===== config.mk =====
export PLATFORM = sky130hd
export DESIGN_NAME = id_stage
export DESIGN_NICKNAME = d
export VERILOG_FILES = /design/src/rtl/rv32i_pkg.sv /design/src/rtl/imm_gen.sv /design/src/rtl/id_stage.sv
export SDC_FILE = /design/constraint.sdc
export NUM_CORES = 1
export LEC_CHECK = 0
export ABC_AREA = 1
export BUFFER_PORTS_ARGS = -buffer_cell sky130_fd_sc_hd__buf_2
export CAP_MARGIN = 15
export CORE_MARGIN = 1.5
export CORE_UTILIZATION = 45
export DETAILED_ROUTE_END_ITERATION = 10
export GPL_TIMING_DRIVEN = 0
export PLACE_DENSITY = 0.84
export SYNTH_ARGS = -nofsm -noshare
export SYNTH_HDL_FRONTEND = slang
export SYNTH_HIERARCHICAL = 1
export SYNTH_SLANG_ARGS = --single-unit

===== constraint.sdc =====
create_clock -name clock -period 5.5 [get_ports clock]
set_input_delay 1.1 -clock clock [delete_from_list [all_inputs] [get_ports clock]]
set_output_delay 1.1 -clock clock [all_outputs]
set_load 0.05 [all_outputs]

===== src/rtl/rv32i_pkg.sv =====
// Shared RV32I decode definitions: opcode constants, immediate types and
// per-opcode operand-usage helpers.
package rv32i_pkg;

    localparam logic [6:0] OP_LUI    = 7'b0110111;
    localparam logic [6:0] OP_AUIPC  = 7'b0010111;
    localparam logic [6:0] OP_JAL    = 7'b1101111;
    localparam logic [6:0] OP_JALR   = 7'b1100111;
    localparam logic [6:0] OP_BRANCH = 7'b1100011;
    localparam logic [6:0] OP_LOAD   = 7'b0000011;
    localparam logic [6:0] OP_STORE  = 7'b0100011;
    localparam logic [6:0] OP_IMM    = 7'b0010011;
    localparam logic [6:0] OP_OP     = 7'b0110011;
    localparam logic [6:0] OP_FENCE  = 7'b0001111;
    localparam logic [6:0] OP_SYSTEM = 7'b1110011;

    typedef enum logic [2:0] {
        IMM_I,
        IMM_S,
        IMM_B,
        IMM_U,
        IMM_J,
        IMM_NONE
    } imm_type_e;

    function automatic logic is_legal(input logic [6:0] op);
        return op inside {OP_LUI, OP_AUIPC, OP_JAL, OP_JALR, OP_BRANCH, OP_LOAD,
                          OP_STORE, OP_IMM, OP_OP, OP_FENCE, OP_SYSTEM};
    endfunction

    function automatic logic uses_rs1(input logic [6:0] op);
        return !(op inside {OP_LUI, OP_AUIPC, OP_JAL});
    endfunction

    function automatic logic uses_rs2(input logic [6:0] op);
        return op inside {OP_OP, OP_STORE, OP_BRANCH};
    endfunction

endpackage


===== src/rtl/imm_gen.sv =====
// Immediate-format classification and sign-extended immediate generation.
module imm_gen
    import rv32i_pkg::*;
#(
    parameter int unsigned XLEN = 32
) (
    input  logic [31:0]     inst,
    output imm_type_e       imm_type,
    output logic [XLEN-1:0] imm
);

    logic [31:0] imm32;

    always_comb begin
        imm_type = IMM_NONE;
        case (inst[6:0])
            OP_LOAD, OP_IMM, OP_JALR: imm_type = IMM_I;
            OP_STORE:                 imm_type = IMM_S;
            OP_BRANCH:                imm_type = IMM_B;
            OP_LUI, OP_AUIPC:         imm_type = IMM_U;
            OP_JAL:                   imm_type = IMM_J;
            default:                  imm_type = IMM_NONE;
        endcase

        imm32 = '0;
        case (imm_type)
            IMM_I:   imm32 = {{20{inst[31]}}, inst[31:20]};
            IMM_S:   imm32 = {{20{inst[31]}}, inst[31:25], inst[11:7]};
            IMM_B:   imm32 = {{19{inst[31]}}, inst[31], inst[7], inst[30:25], inst[11:8], 1'b0};
            IMM_U:   imm32 = {inst[31:12], 12'b0};
            IMM_J:   imm32 = {{11{inst[31]}}, inst[31], inst[19:12], inst[20], inst[30:21], 1'b0};
            default: imm32 = '0;
        endcase

        imm = XLEN'($signed(imm32));
    end

endmodule


===== src/rtl/id_stage.sv =====
// RV32I decode stage: register-file addressing, ID/EX pipeline register,
// load-use bubbling, flush and valid/ready back-pressure.
module id_stage
    import rv32i_pkg::*;
#(
    parameter int unsigned     XLEN     = 32,
    parameter logic [XLEN-1:0] RESET_PC = 32'h0000_0000
) (
    input  logic            clock,
    input  logic            reset,
    input  logic            if_valid,
    input  logic [31:0]     if_inst,
    input  logic [XLEN-1:0] if_pc,
    output logic            if_ready,
    output logic [4:0]      rf_rs1_addr,
    output logic [4:0]      rf_rs2_addr,
    input  logic [XLEN-1:0] rf_rs1_val,
    input  logic [XLEN-1:0] rf_rs2_val,
    input  logic            flush,
    input  logic            ex_ready,
    output logic            ex_valid,
    output logic [XLEN-1:0] ex_pc,
    output logic [XLEN-1:0] ex_rs1_val,
    output logic [XLEN-1:0] ex_rs2_val,
    output logic [XLEN-1:0] ex_imm,
    output logic [4:0]      ex_rd_addr,
    output logic [6:0]      ex_opcode,
    output logic [2:0]      ex_funct3,
    output logic            ex_funct7b5,
    output logic            ex_is_load,
    output logic            ex_illegal,
    output logic [15:0]     bubble_count
);

    logic            valid_q, valid_d;
    logic [XLEN-1:0] pc_q, pc_d, rs1_q, rs1_d, rs2_q, rs2_d, imm_q, imm_d;
    logic [4:0]      rd_q, rd_d;
    logic [6:0]      opcode_q, opcode_d;
    logic [2:0]      funct3_q, funct3_d;
    logic            f7b5_q, f7b5_d, load_q, load_d, illegal_q, illegal_d;
    logic [15:0]     bubble_q, bubble_d;

    imm_type_e       dec_imm_type;
    logic [XLEN-1:0] dec_imm;
    logic [6:0]      dec_op;
    logic            dec_legal, dec_rd_we, hz, adv;

    imm_gen #(.XLEN(XLEN)) u_imm_gen (
        .inst     (if_inst),
        .imm_type (dec_imm_type),
        .imm      (dec_imm)
    );

    assign rf_rs1_addr = if_inst[19:15];
    assign rf_rs2_addr = if_inst[24:20];

    always_comb begin
        dec_op    = if_inst[6:0];
        dec_legal = is_legal(dec_op);
        // R type carries no immediate but still writes rd
        dec_rd_we = dec_legal &
                    ((dec_imm_type inside {IMM_I, IMM_U, IMM_J}) | (dec_op == OP_OP));

        hz = valid_q & load_q & (rd_q != 5'd0) &
             (((rd_q == rf_rs1_addr) & uses_rs1(dec_op)) |
              ((rd_q == rf_rs2_addr) & uses_rs2(dec_op)));
        adv      = ~valid_q | ex_ready;
        if_ready = flush | (adv & ~hz);

        valid_d   = valid_q;
        pc_d      = pc_q;
        rs1_d     = rs1_q;
        rs2_d     = rs2_q;
        imm_d     = imm_q;
        rd_d      = rd_q;
        opcode_d  = opcode_q;
        funct3_d  = funct3_q;
        f7b5_d    = f7b5_q;
        load_d    = load_q;
        illegal_d = illegal_q;
        bubble_d  = bubble_q;

        if (flush) begin
            valid_d = 1'b0;
        end else if (adv) begin
            if (hz) begin
                valid_d = 1'b0;
                if (bubble_q != '1) bubble_d = bubble_q + 16'd1;
            end else if (if_valid) begin
                valid_d   = 1'b1;
                pc_d      = if_pc;
                rs1_d     = rf_rs1_val;
                rs2_d     = rf_rs2_val;
                imm_d     = dec_legal ? dec_imm : '0;
                rd_d      = dec_rd_we ? if_inst[11:7] : 5'd0;
                opcode_d  = dec_op;
                funct3_d  = if_inst[14:12];
                f7b5_d    = if_inst[30];
                load_d    = (dec_op == OP_LOAD);
                illegal_d = ~dec_legal;
            end else begin
                valid_d = 1'b0;
            end
        end
    end

    always_ff @(posedge clock or posedge reset) begin
        if (reset) begin
            valid_q   <= 1'b0;
            pc_q      <= RESET_PC;
            rs1_q     <= '0;
            rs2_q     <= '0;
            imm_q     <= '0;
            rd_q      <= '0;
            opcode_q  <= '0;
            funct3_q  <= '0;
            f7b5_q    <= 1'b0;
            load_q    <= 1'b0;
            illegal_q <= 1'b0;
            bubble_q  <= '0;
        end else begin
            valid_q   <= valid_d;
            pc_q      <= pc_d;
            rs1_q     <= rs1_d;
            rs2_q     <= rs2_d;
            imm_q     <= imm_d;
            rd_q      <= rd_d;
            opcode_q  <= opcode_d;
            funct3_q  <= funct3_d;
            f7b5_q    <= f7b5_d;
            load_q    <= load_d;
            illegal_q <= illegal_d;
            bubble_q  <= bubble_d;
        end
    end

    assign ex_valid     = valid_q;
    assign ex_pc        = pc_q;
    assign ex_rs1_val   = rs1_q;
    assign ex_rs2_val   = rs2_q;
    assign ex_imm       = imm_q;
    assign ex_rd_addr   = rd_q;
    assign ex_opcode    = opcode_q;
    assign ex_funct3    = funct3_q;
    assign ex_funct7b5  = f7b5_q;
    assign ex_is_load   = load_q;
    assign ex_illegal   = illegal_q;
    assign bubble_count = bubble_q;

endmodule


After elaboration in Yosys (flattened, before gate mapping)
Cells that the tools add are included.

$add $sub $neg: 1. $mul: 0. Div/mod/pow operators: 0. Magnitude comparators: 0. Eq/ne operators: 18. Shift operators: 0. Multiplexer cells: 8. Bitwise logic cells: 15. Reductions and logical operators: 12.

Operator list (count): $pmux 32 s5 (1); $mux 32 (1); $eq 7x7->1 const B (4); $eq 7x6->1 const B (3); $add 16x1->16 const B (1); $ne 16x16->1 const B (1); $pmux 3 s5 (1); $eq 7x5->1 const B (2); $reduce_bool 11->1 (1); $eq 5x5->1 (2); $reduce_bool 3->1 (3); $reduce_and 4->1 (2); $and 1x1->1 (7); $eq 7x2->1 const B (1); $eq 7x4->1 const B (1); $eq 3x2->1 const B (2); $mux 5 (1); $reduce_bool 5->1 (1); $mux 1 (4); $not 1->1 (4); $or 1x1->1 (4); $eq 3x1->1 const B (1); $eq 3x3->1 const B (1); $logic_not 3->1 (1); other kinds (4) (4).

Register bits after elaboration: 163. Latch bits: 0. RAM bits: 0. Bits in read-only memories: 0. Bits of input ports: 133. Output and inout bits: 174. Word-level logic and storage cells: 66. Memories kept: 0.

Logic depth before layout (Yosys ltp)
Gate-level depths: netlist of run 1.

Depth in word-level cells: 9. Mapped depth: 14. Mapped depth without buffers: 12.

By module
Netlist of run 1, hierarchy kept.

Modules (own cells, without submodules): id_stage (times used 1, cells each 834, area each 7185.6 µm², sequential area each 4078.9 µm²); imm_gen (times used 1, cells each 147, area each 699.4 µm², sequential area each 0.0 µm²).

Worst setup path before layout of run 1
OpenSTA, ideal clock, no wires.

Path kind: input to output. Start point: input if_inst[4]. End point: output if_ready. Data arrival time: 2.792 ns. Required time: 4.400 ns. Setup slack: 1.608 ns. Stages on the path: 9. Cells stage by stage: inv_1 > nand2_1 > nor2_1 > nand2_1 > nand2_1 > inv_1 > nand3_2 > a21oi_2 > o21ai_0.

Word-level cells in the longest chain between the ends: 9.

Ends and longest elaborated chain: start: declaration (RTL line id_stage.sv:12) `input logic [31:0] if_inst,`; $eq 7x6->1 (tied with other cells) (RTL line rv32i_pkg.sv:32) `return !(op inside {OP_LUI, OP_AUIPC, OP_JAL});`; $reduce_bool 3->1 (RTL line rv32i_pkg.sv:32); $logic_not 1->1 (RTL line rv32i_pkg.sv:32); $and 1x1->1 (RTL line id_stage.sv:65) `(((rd_q == rf_rs1_addr) & uses_rs1(dec_op)) |`; $or 1x1->1 * (RTL line id_stage.sv:65); $and 1x1->1 * (RTL line id_stage.sv:64) `hz = valid_q & load_q & (rd_q != 5'd0) &`; $not 1->1 (no source line) *; $and 1x1->1 * (RTL line id_stage.sv:68) `if_ready = flush | (adv & ~hz);`; $or 1x1->1 * (RTL line id_stage.sv:68); end: declaration (RTL line id_stage.sv:14) `output logic if_ready,`.

Every way passes the cells marked *; elsewhere a longest branch is shown, timed or not.

Worst setup path after layout of run 1
Start point: input if_inst[2]. End point: output if_ready.

The elaborated chain is that of the path after synthesis.

==> results of run 1 <==
-- through the flow --
stage | utilization (%) | hold slack (ns) | setup slack [ns]
2_1_floorplan | - | 0.7501 | 1.608
3_3_place_gp | 56.29 | 0.4480 | 1.332
3_5_place_dp | 56.75 | 0.4531 | 1.822
4_1_cts | 60.34 | 0.4701 | 1.821
5_1_grt | 60.34 | 0.4848 | 1.640
6_report | 60.35 | 0.4680 | 1.798
-- routing by layer --
| layer | routed length, um | track usage, % |
|---|---|---|
| met5 | 0 | 0 |
| met3 | 1507 | 4.377 |
| met2 | 11770 | 42.86 |
| met4 | 514 | 8.841 |
| met1 | 10580 | 36.07 |
-- path summary, 6_finish.rpt --
check	startpoint	end	slack, ns	depth (start not counted)
max reg2reg	ex_valid$_DFFE_PP0P_	ex_rs1_val[1]$_DFFE_PP0P_	3.21	7
min in group asynchronous	reset	ex_pc[5]$_DFFE_PP0P_	0.80	2
min reg2reg	ex_pc[23]$_DFFE_PP0P_	ex_pc[23]$_DFFE_PP0P_	0.47	2
min	ex_pc[23]$_DFFE_PP0P_	ex_pc[23]$_DFFE_PP0P_	0.47	2
max in group asynchronous	reset	ex_pc[28]$_DFFE_PP0P_	3.81	4
max	if_inst[2]	if_ready	1.80	8
-- report_power, final --
part / switching (mW) / internal, mW
logic: 0.717 / 0.210
registers: 0.0691 / 1.32
clock network: 0.550 / 0.696
total: 1.34 / 2.23
-- logic make-up after synthesis --
logic type               Yosys count  synth area share [%]
AO/OA/AOI/OAI                     53                 3.586
XOR/XNOR                          22                 2.444
adder cells (fa/ha/maj)            1                0.1587
buffers and inverters            113                 7.537
flip-flops                       163                 51.73
AND/OR/NAND/NOR                  629                 34.54
-- area by class of cell --
cell class                 instances  area (sq um)
buffer                            68         425.4
inverter                          45         172.7
sequential                       163          4079
fill                            1537          6834
timing repair buffer             310          1612
clock inverter                    14         188.9
antenna                            1         2.502
multi-input combinational        705          3212
clock buffer                      18         429.2
tap                              225         281.5
-- cell usage after synthesis --
master,number
buf_1,2
ha_1,1
nor3b_1,1
nor2_2,4
o211ai_1,1
buf_4,10
a21oi_2,1
nand2_4,2
nand3_1,143
inv_1,41
nor3_2,1
a21oi_4,1
nand4_1,34
xor2_1,10
nor2_1,27
dfrtp_1,163
nand3_2,4
inv_2,4
xnor2_1,12
buf_2,22
nand2_1,397
nand2_2,5
nand4_2,1
nor3_1,8
nand3b_1,2
clkbuf_1,20
o21ai_0,50
buf_6,14
-- worst register-to-register path: stages, from the launching register on --
cell,delay [ns]
dfrtp_1,0.44
inv_1,0.08
nor2_1,0.08
nor2_1,0.45
clkbuf_1,0.50
clkbuf_1,0.41
nand3_1,0.19
nand2_1,0.11
-- registers in the layout, indices dropped and copies added (netlist names) --
signal,cells
bubble_count,16
ex_funct3,3
ex_funct7b5,1
ex_illegal,1
ex_imm,32
ex_is_load,1
ex_opcode,7
ex_pc,32
ex_rd_addr,5
ex_rs1_val,32
ex_rs2_val,32
ex_valid,1
==> results.cfg, run 1 <==
[route]
drc = 0
vias_per_cell = 5.130
antenna_left = 0
routed_wl_um = 24380
drtPass1Iterations = 5
wl_per_cell_um = 15.74
vias = 7946
drt_iter0_drc = 722

[timing]
finalHoldViolations = 0
rsz0062_at_grt = false
post-route-period-util_pct = 67.31
setup-violations-final = 0
fin_skew_ns = 0.01250
slew_headroom_pct = 51.18
fmax_ghz = 0.2701
slew_violations = 0
final.min_clock_period_ns = 3.702
tightest_slew_ns = 0.7307
setup_tns_ns = 0

[power]
leakage_nw = 5.843
irDropWorstVdd_mv = 0.2030
power_density_nw_per_um2 = 342.5
total_power_mw = 3.563

[clocking]
ctsHoldBuffers = 0
path_clk_slew_ns = 0.07
clock_latency_ns = 0.43
cts_resized = 0
cts_buffer_depth = 2
numCtsBuffers = 17
cts_setup_buffers = 0
tritoncts = built
cts_root_buf = clkbuf_16
clock-sinks = 163
htree_levels = 4

[critical_path]
crit_fanout = 8
cp-end-kind = output pin
critPathTopFamily = simple AND/OR/NAND/NOR gates
cp.required_ns = 4.40
cpMaxStageDelayCell = a21oi_2
critical_path_class = in -> out
cpPeakStageDelay_ns = 0.37
cp-start-kind = primary input
worstPathCellList = buf_2 -> nor3_2 -> nand2_1 -> nor2_1 -> nand2_1 -> a21oi_2 -> o21ai_0 -> buf_2
critPathArrivalTime_ns = 2.60
path_buf_inv = 2

[global_route]
grt_max_degree = 44
grt_pass1_wl_um = 37770
first_global_vias = 7240
track_usage_pct = 26.41
antenna_found_initial = 0
grt_overflow = 0

[placed_design]
place_area_sq_um = 9782
dp_hpwl_um = 18730
portBuffers = 306
dp_cells = 1516
gp_congestion = 0.9434

[hold_path]
min_path_type = reg -> reg

[finish]
areaGrowthSynthToFinish_pct = 31.93
final_common_cell = nand2_1
drive_above_1_share_pct = 31.07
postLayoutCellArea_sq_um = 10400
final_cell_mix = 397 x nand2_1, 328 x buf_2, 163 x dfrtp_1, 143 x nand3_1, 50 x o21ai_0
fin_cells = 1549
nets = 1444

[floorplan]
die_area_sq_um = 18330
start_util_pct = 45.75
die_width_um = 135.4
core_sq_um = 17240
io_pins = 307
rows = 48
die-height_um = 135.4

[synth]
synth_warnings = 6
synth_fp_nets = 1115
ys_top_cells_by_area = dfrtp_1 52%, nand2_1 19%, nand3_1 9.1%
synth-seq-cells = 163
synth_top_cell_by_area = dfrtp_1
yosysSeqAreaShare_pct = 51.73
syn_area_sq_um = 7885
synth.distinct_cells = 28
synth_cells = 981
syn_avg_cell_area_sq_um = 8.038
yosysTopAreaCellShare_pct = 51.73

[run_status]
status = finished clean

[run]
maxCapViolations = 0
(Power assumes the default switching activity.)
==> run 2: changes to the inputs <==
Settings changed: CORE_UTILIZATION 45 to 49, PLACE_DENSITY 0.84 to 0.86.
Clock period 5.5 ns to 3.49 ns, I/O delays scaled along.
==> results.cfg, run 2 (synthesized netlist as in run 1, its figures left out) <==
[run_status]
status = finished clean

[clocking]
path_clk_slew_ns = 0.07
cts_buffer_depth = 2
ctsHoldBuffers = 0
clock-sinks = 163
numCtsBuffers = 17
cts_setup_buffers = 0
cts_root_buf = clkbuf_16
cts_resized = 0
htree_levels = 4
clock_latency_ns = 0.43
tritoncts = built

[floorplan]
rows = 46
core_sq_um = 15830
die-height_um = 129.9
start_util_pct = 49.82
io_pins = 307
die_area_sq_um = 16860
die_width_um = 129.9

[timing]
final.min_clock_period_ns = 2.876
setup_tns_ns = 0
whs_ns = 0.3270
slew_violations = 0
fmax_ghz = 0.3477
fin_skew_ns = 0.01432
slew_headroom_pct = 55.32
finalHoldViolations = 0
setup-violations-final = 0
post-route-period-util_pct = 82.41
rsz0062_at_grt = false
tightest_slew_ns = 0.6678

[route]
routed_wl_um = 24250
drt-met1-wl_um = 10100
drc = 0
drt_iter0_drc = 684
vias_per_cell = 5.171
drtPass1Iterations = 7
wl_met2_um = 11750
antenna_left = 0
vias = 7964
routed-wl-met3_um = 1667
top_layer = met4
wl_per_cell_um = 15.75

[global_route]
track_usage_pct = 28.19
grt_max_degree = 43
grt_overflow = 0
grt_pass1_wl_um = 36730
first_global_vias = 7267
antenna_found_initial = 0

[finish]
areaGrowthSynthToFinish_pct = 31.29
nets = 1444
final_cell_mix = 397 x nand2_1, 328 x buf_2, 163 x dfrtp_1, 143 x nand3_1, 50 x o21ai_0
drive_above_1_share_pct = 31.14
fin_util_pct = 65.41
final_common_cell = nand2_1
fin_cells = 1540
nFillCells = 1336

[critical_path]
worstPathCellList = buf_2 -> nor3_2 -> nand2_1 -> nor2_1 -> nand2_1 -> a21oi_2 -> o21ai_0 -> buf_2
critPathArrivalTime_ns = 2.18
cp.required_ns = 2.79
cp-start-kind = primary input
critical_path_class = in -> out
cp-end-kind = output pin
cpPeakStageDelay_ns = 0.36
critPathTopFamily = simple AND/OR/NAND/NOR gates
crit_fanout = 8
path_buf_inv = 2
cpMaxStageDelayCell = a21oi_2

[power]
power.switching_mw = 2.070
clkPwrFrac_pct = 33.7
seq_power_share_pct = 39.8
irDropWorstVdd_mv = 0.3522
p_int_mw = 3.439
total_power_mw = 5.509
power_density_nw_per_um2 = 532.2
leakage_nw = 5.829
switching_share_pct = 37.58
combPwrFrac_pct = 26.5

[placed_design]
portBuffers = 306
dp_cells = 1507
dp_hpwl_um = 18510
gp_congestion = 0.9633

[run]
maxCapViolations = 0

[hold_path]
min_path_type = in -> async
## run 2: layout make-up
type	count	area (sq um)	area share (%)
buffer	68	425.4	4.109
inverter	45	172.7	1.668
sequential	163	4079	39.40
clock buffer	18	439.2	4.242
multi-input combinational	705	3212	31.02
timing repair buffer	310	1612	15.57
antenna	1	2.502	0.02417
clock inverter	14	140.1	1.354
tap	216	270.3	2.611
## run 2: per-stage QoR
step	area [sq um]	setup WS, ns
2_1_floorplan	7889	0.4016
3_3_place_gp	9691	-0.2541
3_5_place_dp	9771	0.5973
4_1_cts	10350	0.6055
5_1_grt	10350	0.4225
6_report	10350	0.6138
## run 2: final timing paths
check,slack (ns),endpoint,cells after the start,start
min,0.33,ex_pc[1]$_DFFE_PP0P_,2,reset
max,0.61,if_ready,8,if_inst[2]
min in group clock,0.47,ex_funct3[1]$_DFFE_PP0P_,2,ex_funct3[1]$_DFFE_PP0P_
max in group asynchronous,2.33,ex_rs1_val[13]$_DFFE_PP0P_,4,reset
min reg2reg,0.47,ex_funct3[1]$_DFFE_PP0P_,2,ex_funct3[1]$_DFFE_PP0P_
max reg2reg,1.13,ex_opcode[3]$_DFFE_PP0P_,7,ex_valid$_DFFE_PP0P_
## run 2: power by group through the flow
stage,Combinational (mW),Clock (mW),Sequential [mW]
finish,1.46,1.86,2.19
global route,1.55,1.96,2.21
CTS,1.47,1.87,2.19
detailed placement,1.46,0,2.22
global placement,1.43,0,2.21
floorplan,0.334,0,2.90
## run 2: layer usage
metal  GRT usage (%)  vias up
li1                -     3827
met1           37.51     3735
met2           45.41      345
met3           5.904       57
met5               0        -
met4           11.05        0
==> run 3: changes to the inputs <==
Clock period 3.49 ns to 2.8 ns, I/O delays scaled along.
==> results.cfg, run 3 (synthesized netlist as in run 1, its figures left out) <==
[clocking]
tritoncts = built
path_clk_slew_ns = 0.07
htree_levels = 4
cts_resized = 0
clock_latency_ns = 0.43
numCtsBuffers = 17
clock-sinks = 163
cts_buffer_depth = 2
cts_setup_buffers = 0
cts_root_buf = clkbuf_16
ctsHoldBuffers = 0

[critical_path]
cp-start-kind = flip-flop
r2r_cells = 7
worstSetupEndpoint = if_ready
path_buf_inv = 1
rrSetupSlack_ns = 0.38
critical_path_class = reg -> out
crit_start = ex_rd_addr[2]$_DFFE_PP0P_
r2r-start = ex_valid$_DFFE_PP0P_
critPathTopFamily = flip-flops
cp_num_cells = 7
cpPeakStageDelay_ns = 0.47
crit_fanout = 8
cp.required_ns = 2.24
cpMaxStageDelayCell = dfrtp_1
worstPathCellList = xnor2_1 -> nand2_1 -> nor2_1 -> nand3_2 -> a21oi_2 -> o21ai_1 -> buf_2
critPathArrivalTime_ns = 2.08
cp-end-kind = output pin
r2r-end = ex_rs2_val[4]$_DFFE_PP0P_

[timing]
whs_ns = 0.2161
worst_slack_ns = 0.1609
post-route-period-util_pct = 94.25
fin_skew_ns = 0.01882
fmax_ghz = 0.3789
final.min_clock_period_ns = 2.639
setup-violations-final = 0
tightest_slew_ns = 0.6771
slew_violations = 0
finalHoldViolations = 0
rsz0062_at_grt = false
slew_headroom_pct = 54.69

[finish]
fin_util_pct = 65.57
fin_cells = 1540
areaGrowthSynthToFinish_pct = 31.62
final_common_cell = nand2_1
final_cell_mix = 397 x nand2_1, 328 x buf_2, 163 x dfrtp_1, 143 x nand3_1, 49 x o21ai_0
drive_above_1_share_pct = 31.14
nets = 1444

[power]
total_power_mw = 6.982
leakage_nw = 5.837
irDropWorstVdd_mv = 0.5611
power_density_nw_per_um2 = 672.7

[global_route]
antenna_found_initial = 0
track_usage_pct = 28.90
grt_pass1_wl_um = 37520
grt_max_degree = 43
grt_overflow = 0
first_global_vias = 7367

[route]
routed_wl_um = 24890
drc = 0
vias = 8177
vias_per_cell = 5.310
drtPass1Iterations = 5
wl_per_cell_um = 16.16
drt_iter0_drc = 706
antenna_left = 0

[floorplan]
start_util_pct = 49.82
io_pins = 307
core_sq_um = 15830
die_width_um = 129.9
die-height_um = 129.9
rows = 46
die_area_sq_um = 16860

[placed_design]
gp_congestion = 0.9958
pre_cts_slack_ns = 0.09999
dp_cells = 1507
portBuffers = 306
dp_hpwl_um = 18630

[run]
maxCapViolations = 0

[run_status]
status = finished clean

[hold_path]
min_path_type = in -> async
-- run 3: through the flow --
| step | cell area [sq um] | setup TNS, ns |
|---|---|---|
| after floorplan | 7889 | 0 |
| after global placement | 9691 | -133.62 |
| after detailed placement | 9771 | 0 |
| after CTS | 10380 | 0 |
| after global routing | 10380 | 0 |
| final | 10380 | 0 |
-- run 3: how the worst min path moves through the flow --
| stage | end | start | depth (start not counted) |
|---|---|---|---|
| global route | ex_imm[18]$_DFFE_PP0P_ | reset | 2 |
| detailed placement | ex_rs2_val[28]$_DFFE_PP0P_ | ex_rs2_val[28]$_DFFE_PP0P_ | 2 |
| floorplan | ex_funct3[0]$_DFFE_PP0P_ | if_inst[12] | 2 |
| global placement | ex_rs1_val[17]$_DFFE_PP0P_ | ex_rs1_val[17]$_DFFE_PP0P_ | 2 |
| finish | ex_imm[16]$_DFFE_PP0P_ | reset | 2 |
| CTS | ex_imm[16]$_DFFE_PP0P_ | reset | 2 |
-- run 3: worst register-to-register path, stage by stage (launching register included) --
cell	delay (ns)
dfrtp_1	0.42
inv_1	0.07
nor2_1	0.08
nor2_1	0.54
clkbuf_1	0.54
clkbuf_1	0.48
nand3_1	0.15
nand2_1	0.09
-- run 3: routing by layer --
layer | up-vias | track usage, % | wire, um | share of wire [%]
met5 | - | 0 | 0 | 0
met4 | 0 | 11.57 | 720 | 2.9
met3 | 60 | 6.724 | 2011 | 8.1
met2 | 432 | 45.28 | 11880 | 48
met1 | 3857 | 38.99 | 10280 | 41
li1 | 3828 | - | - | -
-- run 3: final cells by class --
class                   instances  area, sq um
clock buffers                  18        439.2
well taps                     216        270.3
fillers                      1323         5449
plain buffers                  68        425.4
inverters                      45        172.7
diodes                          1        2.502
clock inverters                14        166.4
flip-flops and latches        163         4079
multi-input cells             705         3212
repair buffers                310         1612
-- run 3: where the power goes --
group	internal [mW]	switching [mW]
registers	2.59	0.135
logic	0.413	1.42
clock network	1.37	1.05
